**config.mk**
```make
export PLATFORM = sky130hd
export DESIGN_NAME = uart_rx_fifo
export DESIGN_NICKNAME = d
export VERILOG_FILES = /design/src/rtl/uart_pkg.sv /design/src/rtl/rx_fifo.sv /design/src/rtl/uart_rx_fifo.sv
export SDC_FILE = /design/constraint.sdc
export NUM_CORES = 1
export LEC_CHECK = 0
export ABC_AREA = 1
export CORE_UTILIZATION = 40
export DETAILED_ROUTE_END_ITERATION = 7
export HOLD_SLACK_MARGIN = 0.02
export SKIP_LAST_GASP = 1
export SYNTH_ARGS = -nofsm -noshare
export SYNTH_HDL_FRONTEND = slang
export SYNTH_SLANG_ARGS = --single-unit
```
**constraint.sdc**
```tcl
create_clock -name clk -period 2.9 [get_ports clk]
set_clock_uncertainty 0.1 [all_clocks]
set_input_delay 0.435 -clock clk [delete_from_list [all_inputs] [get_ports clk]]
set_output_delay 0.435 -clock clk [all_outputs]
set_load 0.01 [all_outputs]
```
**src/rtl/uart_pkg.sv**
```systemverilog
// Shared types and helpers for the UART receive path: FSM states, the
// FIFO entry record and the parity function.
package uart_pkg;

  localparam int MAX_DATA_BITS = 9;

  typedef enum logic [2:0] {
    IDLE,
    START,
    DATA,
    PARITY,
    STOP,
    BREAK_WAIT
  } rx_state_t;

  // Data is sized for the widest legal frame and zero-padded for narrower ones.
  typedef struct packed {
    logic [MAX_DATA_BITS-1:0] data;
    logic                     perr;
    logic                     ferr;
  } rx_entry_t;

  // Zero padding does not disturb the XOR, so any DATA_BITS fits here.
  function automatic logic parity_of(input logic [MAX_DATA_BITS-1:0] bits);
    return ^bits;
  endfunction

endpackage

```
**src/rtl/rx_fifo.sv**
```systemverilog
// Show-ahead circular FIFO: the head entry is read combinationally from
// storage, pops and pushes take effect on the clock edge.
module rx_fifo #(
  parameter int WIDTH = 8,
  parameter int DEPTH = 4
) (
  input  logic                     clk,
  input  logic                     rst,
  input  logic                     push_i,
  input  logic [WIDTH-1:0]         data_i,
  input  logic                     pop_i,
  output logic [WIDTH-1:0]         data_o,
  output logic                     empty_o,
  output logic                     full_o,
  output logic [$clog2(DEPTH):0]   count_o
);

  localparam int PTR_W = $clog2(DEPTH);
  localparam int CNT_W = PTR_W + 1;

  logic [WIDTH-1:0] mem_q [DEPTH];
  logic [PTR_W-1:0] wr_ptr_q, wr_ptr_d;
  logic [PTR_W-1:0] rd_ptr_q, rd_ptr_d;
  logic [CNT_W-1:0] count_q, count_d;
  logic             do_push, do_pop;

  assign empty_o = (count_q == '0);
  assign full_o  = (count_q == CNT_W'(DEPTH));
  assign count_o = count_q;
  assign data_o  = mem_q[rd_ptr_q];

  // A push into a full FIFO is accepted only when a pop frees the head slot.
  assign do_pop  = pop_i && !empty_o;
  assign do_push = push_i && (!full_o || do_pop);

  // NOTE: every always_comb output gets a default first, so no path can hold
  // a stale value and infer a latch.
  always_comb begin
    wr_ptr_d = wr_ptr_q;
    rd_ptr_d = rd_ptr_q;
    count_d  = count_q;
    if (do_push) wr_ptr_d = wr_ptr_q + PTR_W'(1);
    if (do_pop)  rd_ptr_d = rd_ptr_q + PTR_W'(1);
    case ({do_push, do_pop})
      2'b10:   count_d = count_q + CNT_W'(1);
      2'b01:   count_d = count_q - CNT_W'(1);
      default: count_d = count_q;
    endcase
  end

  // NOTE: sequential state uses non-blocking assignments so every register
  // samples the pre-edge values; blocking is reserved for always_comb.
  always_ff @(posedge clk or posedge rst) begin
    if (rst) begin
      wr_ptr_q <= '0;
      rd_ptr_q <= '0;
      count_q  <= '0;
    end else begin
      wr_ptr_q <= wr_ptr_d;
      rd_ptr_q <= rd_ptr_d;
      count_q  <= count_d;
    end
  end

  // NOTE: storage is deliberately not reset; the count gates what is visible,
  // so clearing the array would only add reset fan-out.
  always_ff @(posedge clk) begin
    if (do_push) mem_q[wr_ptr_q] <= data_i;
  end

endmodule

```
**src/rtl/uart_rx_fifo.sv**
```systemverilog
// UART receiver: input synchroniser, glitch-rejecting start detect, mid-bit
// sampling FSM and a show-ahead receive FIFO with per-entry error flags.
module uart_rx_fifo
  import uart_pkg::*;
#(
  parameter int DATA_BITS    = 8,
  parameter int CLKS_PER_BIT = 16,
  parameter int PARITY_EN    = 0,
  parameter int PARITY_ODD   = 0,
  parameter int STOP_BITS    = 1,
  parameter int FIFO_DEPTH   = 4
) (
  input  logic                          clk,
  input  logic                          rst,
  input  logic                          serial_in,
  input  logic                          data_read,
  output logic [DATA_BITS-1:0]          rx_data,
  output logic                          data_ready,
  output logic                          parity_error,
  output logic                          framing_error,
  output logic                          overrun_error,
  output logic [$clog2(FIFO_DEPTH):0]   fifo_count,
  output logic                          rx_busy
);

  localparam int TMR_W = $clog2(CLKS_PER_BIT);
  localparam int IDX_W = $clog2(DATA_BITS);
  localparam logic [TMR_W-1:0] HALF_RELOAD = TMR_W'(CLKS_PER_BIT/2 - 1);
  localparam logic [TMR_W-1:0] FULL_RELOAD = TMR_W'(CLKS_PER_BIT - 1);
  localparam logic [IDX_W-1:0] LAST_IDX    = IDX_W'(DATA_BITS - 1);
  localparam logic             LAST_STOP   = 1'(STOP_BITS - 1);
  localparam logic             ODD_PARITY  = (PARITY_ODD != 0);

  logic sync1_q, sync2_q, s_prev_q;
  logic s_in;

  rx_state_t            state_q, state_d;
  logic [TMR_W-1:0]     timer_q, timer_d;
  logic [IDX_W-1:0]     bit_idx_q, bit_idx_d;
  logic                 stop_idx_q, stop_idx_d;
  logic [DATA_BITS-1:0] shift_q, shift_d;
  logic                 perr_q, perr_d;
  logic                 ferr_q, ferr_d;
  logic                 overrun_q, overrun_d;

  logic      sample;
  logic      frame_done;
  logic      push;
  rx_entry_t push_entry;
  rx_entry_t head_entry;
  logic      fifo_empty, fifo_full;

  assign s_in = sync2_q;

  // Synchroniser idles high so a reset never fakes a start edge.
  always_ff @(posedge clk or posedge rst) begin
    if (rst) begin
      sync1_q  <= 1'b1;
      sync2_q  <= 1'b1;
      s_prev_q <= 1'b1;
    end else begin
      sync1_q  <= serial_in;
      sync2_q  <= sync1_q;
      s_prev_q <= sync2_q;
    end
  end

  assign sample = (timer_q == '0);

  always_comb begin
    state_d    = state_q;
    timer_d    = timer_q;
    bit_idx_d  = bit_idx_q;
    stop_idx_d = stop_idx_q;
    shift_d    = shift_q;
    perr_d     = perr_q;
    ferr_d     = ferr_q;
    frame_done = 1'b0;

    if (state_q inside {START, DATA, PARITY, STOP}) begin
      timer_d = sample ? FULL_RELOAD : timer_q - TMR_W'(1);
    end

    case (state_q)
      IDLE: begin
        if (s_prev_q && !s_in) begin
          state_d    = START;
          timer_d    = HALF_RELOAD;
          bit_idx_d  = '0;
          stop_idx_d = 1'b0;
          perr_d     = 1'b0;
          ferr_d     = 1'b0;
        end
      end
      START: begin
        if (sample) state_d = s_in ? IDLE : DATA;
      end
      DATA: begin
        if (sample) begin
          shift_d = {s_in, shift_q[DATA_BITS-1:1]};
          if (bit_idx_q == LAST_IDX) begin
            state_d = (PARITY_EN != 0) ? PARITY : STOP;
          end else begin
            bit_idx_d = bit_idx_q + IDX_W'(1);
          end
        end
      end
      PARITY: begin
        if (sample) begin
          perr_d  = (parity_of(MAX_DATA_BITS'(shift_q)) ^ s_in) != ODD_PARITY;
          state_d = STOP;
        end
      end
      STOP: begin
        if (sample) begin
          ferr_d = ferr_q | ~s_in;
          if (stop_idx_q == LAST_STOP) begin
            frame_done = 1'b1;
            state_d    = s_in ? IDLE : BREAK_WAIT;
          end else begin
            stop_idx_d = 1'b1;
          end
        end
      end
      BREAK_WAIT: begin
        if (s_in) state_d = IDLE;
      end
      default: state_d = IDLE;
    endcase
  end

  // The final stop sample is folded in directly so the push happens on that edge.
  always_comb begin
    push_entry.data = MAX_DATA_BITS'(shift_q);
    push_entry.perr = perr_q;
    push_entry.ferr = ferr_q | ~s_in;
  end

  assign push = frame_done && (!fifo_full || data_read);

  always_comb begin
    overrun_d = overrun_q;
    if (frame_done && !push)          overrun_d = 1'b1;
    else if (data_read && !fifo_empty) overrun_d = 1'b0;
  end

  always_ff @(posedge clk or posedge rst) begin
    if (rst) begin
      state_q    <= IDLE;
      timer_q    <= '0;
      bit_idx_q  <= '0;
      stop_idx_q <= 1'b0;
      shift_q    <= '0;
      perr_q     <= 1'b0;
      ferr_q     <= 1'b0;
      overrun_q  <= 1'b0;
    end else begin
      state_q    <= state_d;
      timer_q    <= timer_d;
      bit_idx_q  <= bit_idx_d;
      stop_idx_q <= stop_idx_d;
      shift_q    <= shift_d;
      perr_q     <= perr_d;
      ferr_q     <= ferr_d;
      overrun_q  <= overrun_d;
    end
  end

  rx_fifo #(
    .WIDTH ($bits(rx_entry_t)),
    .DEPTH (FIFO_DEPTH)
  ) u_fifo (
    .clk     (clk),
    .rst     (rst),
    .push_i  (push),
    .data_i  (push_entry),
    .pop_i   (data_read),
    .data_o  (head_entry),
    .empty_o (fifo_empty),
    .full_o  (fifo_full),
    .count_o (fifo_count)
  );

  assign data_ready    = !fifo_empty;
  assign rx_data       = fifo_empty ? '0 : DATA_BITS'(head_entry.data);
  assign parity_error  = !fifo_empty && head_entry.perr;
  assign framing_error = !fifo_empty && head_entry.ferr;
  assign overrun_error = overrun_q;
  assign rx_busy       = (state_q != IDLE);

endmodule
```
---- Word level (Yosys, flattened, before mapping) ----
Memories as Yosys holds them, arrays and structs flattened.
Cells that the tools add are included.
word-level totals
  flip-flop bits (word level) ............. 32
  memories ................................ 1
  word-level logic and storage cells ...... 107
  bits of input ports ..................... 4
  bits in writable memories ............... 40
  output and inout bits ................... 16
operators by class
  bitwise logic cells ..................... 3
  muxes and demuxes ....................... 36
  reduce and logical (&&, ||, !) cells .... 29
  equality and inequality tests ........... 18
  $add $sub $neg .......................... 6
memories
  name          depth  bits a word  read ports  clocked after memory_dff  wr ports  line           RTL
  u_fifo.mem_q  4      10           1           0                         1         rx_fifo.sv:21  logic [WIDTH-1:0] mem_q [DEPTH];
operator list
  operator             number
  $mux 3               12
  $pmux 3 s6           1
  $mux 4               4
  $ne 2x2->1 const B   8
  $eq 3x3->1 const B   4
  $mux 1               12
  $pmux 3 s2           2
  $reduce_bool 2->1    5
  $reduce_xor 9->1     1
  $mux 8               1
  $reduce_and 8->1     1
  $logic_and 1x1->1    7
  $add 3x1->3 const B  2
  $eq 3x2->1 const B   2
  $logic_not 3->1      2
  $pmux 1 s2           3
  $reduce_and 3->1     2
  $add 2x1->2 const B  2
  $logic_not 1->1      4
  $logic_not 4->1      1
  $reduce_and 4->1     1
  $reduce_bool 4->1    1
  $sub 4x1->4 const B  1
  $eq 3x1->1 const B   1
  11 further kinds     12

---- Logic depth before layout (Yosys ltp) ----
  depth after elaboration ................. 7
  depth in mapped cells ................... 11
  gate-level depth less buffers ........... 11

---- Hierarchy ----
From an unflattened synthesis, not the netlist that was laid out.
second synthesis, totals
  cells, all modules ...................... 389
  area, all modules ....................... 3619.7 um^2
by module, submodules not included
  module        cells an instance  instances  sequential area each (um^2)  area an instance (um^2)
  rx_fifo       182                1          1496.4                       2167.1
  uart_rx_fifo  207                1          604.3                        1452.6

---- Worst setup path before layout ----
OpenSTA, ideal clock, no wires.
  path kind ............................... reg2reg
  from .................................... reg timer_q[0]
  to ...................................... reg u_fifo.count_q[2], in the netlist u_fifo.count_o[2]
  arrival time ............................ 1.922 ns
  clock period less this slack ............ 2.153 ns
  required time ........................... 2.669 ns
  cell stages (with the launch flop) ...... 12
  setup slack ............................. 0.747 ns
  buffers on the path ..................... 0
  library setup time ...................... 0.131 ns
  cells stage by stage .................... dfrtp_1 -> inv_1 -> ha_1 -> nand3_2 -> nor2_1 -> nand2_2 -> ha_1 -> inv_1 -> fa_1 -> a21oi_1 -> o21ai_0 -> xor2_1
between the ends
  cells in the longest elaborated chain, start to end .. 7
  elaborated cells between the ends (all ways) .. 9
  classes of those cells .................. eq/ne (2); mux (3); reduce/logical (4)
ends and longest elaborated chain
  element                                                 line                 RTL
  start: declaration                                      uart_rx_fifo.sv:38   logic [TMR_W-1:0] timer_q, timer_d;
  start signal: assignment                                uart_rx_fifo.sv:159  timer_q <= timer_d;
  $logic_not 4->1 *                                       uart_rx_fifo.sv:68   assign sample = (timer_q == '0);
  $mux 1 *                                                uart_rx_fifo.sv:115  if (sample) begin
  $mux 1 *                                                uart_rx_fifo.sv:84   case (state_q)
  $logic_and 1x1->1 *                                     uart_rx_fifo.sv:139  assign push = frame_done && (!fifo_full || data_read);
  $logic_and 1x1->1 *                                     rx_fifo.sv:34        assign do_push = push_i && (!full_o || do_pop);
  $eq 2x1->1 / $eq 2x2->1 (equally long branches)         rx_fifo.sv:44        case ({do_push, do_pop})
  $pmux 3 s2 / $reduce_bool 2->1 (equally long branches)  n/a
  end signal: assignment                                  rx_fifo.sv:61        count_q <= count_d;
  end: declaration                                        rx_fifo.sv:24        logic [CNT_W-1:0] count_q, count_d;
Mark *: on every way between the ends. The rest lies on a longest branch, timed or not.
A chain may end at the register's enable or synchronous reset.

---- Worst setup path after layout ----
  from .................................... reg u_fifo.rd_ptr_q[0]
  to ...................................... out rx_data[5]
between the ends
  cells in the longest elaborated chain, start to end .. 2
ends and longest elaborated chain
  element                   line                 RTL
  start: declaration        rx_fifo.sv:23        logic [PTR_W-1:0] rd_ptr_q, rd_ptr_d;
  start signal: assignment  rx_fifo.sv:60        rd_ptr_q <= rd_ptr_d;
  $mem_v2 4x10              n/a
  $mux 8                    uart_rx_fifo.sv:185  assign rx_data = fifo_empty ? '0 : DATA_BITS'(head_entry.data);
  end: declaration          uart_rx_fifo.sv:17   output logic [DATA_BITS-1:0] rx_data,
No other way between the ends.

==> qor.yml <==
slew_headroom: 0.6673
rrSetupSlack_ps: 610
arrival_ps: 2040
grt_pass1_wl_mm: 10.22
path_cells: "inv_1, buf_4, o21ai_0, a21oi_1, clkdlybuf4s50_1"
switching_share: 0.3826
p_clk_frac: 0.213
ioPinCount: 20
hold_class: "flip-flop to flip-flop"
drive_above_1_share: 0.1180
synthDistinctLibCells: 31
grt_max_degree: 23
yosysSeqAreaShare: 0.6024
synth_common_cells: "60 x nand2_1, 55 x nor2_1, 40 x edfxtp_1, 40 x inv_1, 28 x dfrtp_1"
dieArea_um2: 8587
slew_violations: 0
synth_cells: 337
finish.net_count: 381
synth_edf_count: 40
fp-row-count: 32
yosys.area.top_type: "edfxtp_1"
start_util: 0.4190
ant_nets: 0
status: "finished clean"
ff2ff_path_depth: 11
min_from: "sync1_q"
placed_cells: 459
synth-warning-count: 0
r2r_start: "timer_q[0]"
drtIter0Drc: 97
grt_overflow_total: 0
path_clk_slew_ps: 90
rsz0062_at_grt: "false"
async_flop_share: 0.4366
path_delay_family: "buffers and inverters"
fmax_ghz: 0.3886
final_cells: 475
end_kind: "output pin"
yosys-top-cells-area: "edfxtp_1 37%, dfrtp_1 21%, nand2_1 6.8%"
area_growth_pct: 16.17
viasPerCell: 4.773
coreArea_um2: 7848
fin_tns_setup_ps: 0
cap_violations: 0
period_share: 0.8875
dr.pass1.iters: 4
htree_levels: 3
ys_ff_latch: 71
yosysTopAreaCellShare: 0.3653
crit_start: "u_fifo.rd_ptr_q[0]"
power.share.sequential: 0.376
path_max_fanout: 11
holdBufCountCts: 0
p_comb_frac: 0.411
die_h_um: 92.67
worstPathRequired_ps: 2370
synth_nets: 350
p_int_mw: 2.134
power_density_nw_per_um2: 905.1
wl_per_cell_um: 12.55
wl_mm: 5.959
cts_tree: "yes"
worst_pin_slew_ps: 498.5
worstSetupPathType: "flip-flop to output pin"
dpl.hpwl_mm: 4.018
finalSetupViolations: 0
fp.dieW_um: 92.67
grt.total_usage: 0.1559
grt_pass1_vias: 2140
fill_cells: 739
numCtsBuffers: 9
yosysMostFrequentCell: "nand2_1"
numPortBuffers: 19
place_congestion: 0.8230
cts_resized: 0
worstHoldPathCells: 0
clock_latency_ps: 340
multi_input_area_um2: 1106
worstSetupStartpointType: "flip-flop"
num_vias: 2267
root_buffer: "clkbuf_8"
finalHoldViolations: 0
hold_ws_ps: 250.7
power_leakage_nw: 1.628
clockBufferDepth: 2
ir_drop_uv: 524.8
whs_endpoint: "s_in"
avgSynthCellArea_um2: 9.757
power.switching_mw: 1.323
synth-main-ff-cell: "edfxtp_1"
cts.sinks: 71
synth_area_um2: 3288
critPathBufInv: 3
max_stage_delay_ps: 560
drcViolationCount: 0
antenna_found_initial: 0
period_minus_slack_ps: 2574
post_cts_buffers: 0
slowest_stage: "clkdlybuf4s50_1"
regArea_um2: 1981
reg2reg_to: "u_fifo.count_o[2]"
insertedDiodeCount: 0
how the worst max path moves through the flow:
| stage | slack [ps] | cells past startpoint | endpoint |
|---|---|---|---|
| finish | 330 | 5 | rx_data[5] |
| global route | 170 | 5 | rx_data[5] |
| CTS | 300 | 5 | rx_data[5] |
| detailed placement | 440 | 10 | u_fifo.count_o[2] |
| global placement | 470 | 10 | u_fifo.count_o[2] |
| floorplan | 750 | 11 | u_fifo.count_o[2] |
state kept, by name, indices dropped and copies added (netlist names), 2 cells and up:
| signal | flops |
|---|---|
| u_fifo.rd_ptr_q | 2 |
| state_q | 3 |
| u_fifo.mem_q | 40 |
| u_fifo.count_o | 3 |
| timer_q | 4 |
| shift_q | 8 |
| bit_idx_q | 3 |
| u_fifo.wr_ptr_q | 2 |
logic make-up (layout without fill, tap and decap cells):
logic type	after synthesis	after routing	synth area share
AO/OA/AOI/OAI	61	61	0.1012
buffers and inverters	51	87	0.06126
flip-flops	71	71	0.6024
AND/OR/NAND/NOR	140	140	0.1853
adder cells (fa/ha/maj)	9	9	0.03653
XOR/XNOR	5	5	0.01332
through the flow:
stage	utilization	worst slack [ps]	cell area [um2]	total power, mW
after floorplan	-	747.5	3288	2.223
after global routing	0.4868	165.4	3820	3.736
after global placement	0.4630	467.2	3633	2.741
after detailed placement	0.4630	441.4	3633	2.752
final	0.4868	326.4	3820	3.457
after CTS	0.4868	301.6	3820	3.502
worst reg2reg max path: stages, from the launching register on:
cell and delay [ps]:
dfrtp_1 360, inv_1 60, ha_1 230, nand3_2 190, nor2_1 100, nand2_2 140
ha_1 170, inv_1 60, fa_1 370, a21oi_1 140, o21ai_0 110, xor2_1 150
cell usage in the layout, fill, tap and decap left out:
master,instances
dfrtp_1,28
o31ai_1,1
clkdlybuf4s50_1,19
xnor2_1,1
a22o_1,1
o211ai_2,1
o21ai_1,14
or2_2,1
fa_1,1
inv_1,40
buf_4,9
nor2_1,55
dfstp_2,3
nand3_2,2
clkinv_4,1
nand2_1,60
inv_2,3
o21ai_0,25
a21oi_1,14
ha_1,8
nand4_1,2
clkbuf_8,9
o21a_1,1
nor2_4,2
nand2_4,1
inv_8,1
inv_6,4
clkinvlp_4,1
nand2_2,4
nand3_1,12
edfxtp_1,40
o21ai_2,1
xor2_1,4
o211ai_1,3
nor2_8,1
power by group through the flow:
| stage | sequential, mW | combinational [mW] | clock (mW) |
|---|---|---|---|
| 3_5_place_dp | 1.32 | 1.43 | 0 |
| 3_3_place_gp | 1.32 | 1.42 | 0 |
| 5_1_grt | 1.32 | 1.61 | 0.807 |
| 2_1_floorplan | 1.32 | 0.908 | 0 |
| 6_report | 1.30 | 1.42 | 0.737 |
| 4_1_cts | 1.30 | 1.44 | 0.759 |
per-layer routing:
layer / wire [um] / share of wire / up-vias / global-route usage
met4: 37 / 0.0062 / 0 / 0.07308
met3: 220 / 0.037 / 2 / 0.02709
met1: 2844 / 0.48 / 1058 / 0.2126
met5: 0 / 0 / - / 0
met2: 2856 / 0.48 / 35 / 0.2426
li1: - / - / 1172 / -
final cells by class:
cell class              instances  share of cell area
well taps                     102             0.03341
inverters                      43             0.04225
clock inverters                 7             0.01638
multi-input cells             215              0.2896
repair buffers                 28             0.06747
clock buffers                   9             0.03243
flip-flops and latches         71              0.5185
(Power assumes the default switching activity.)
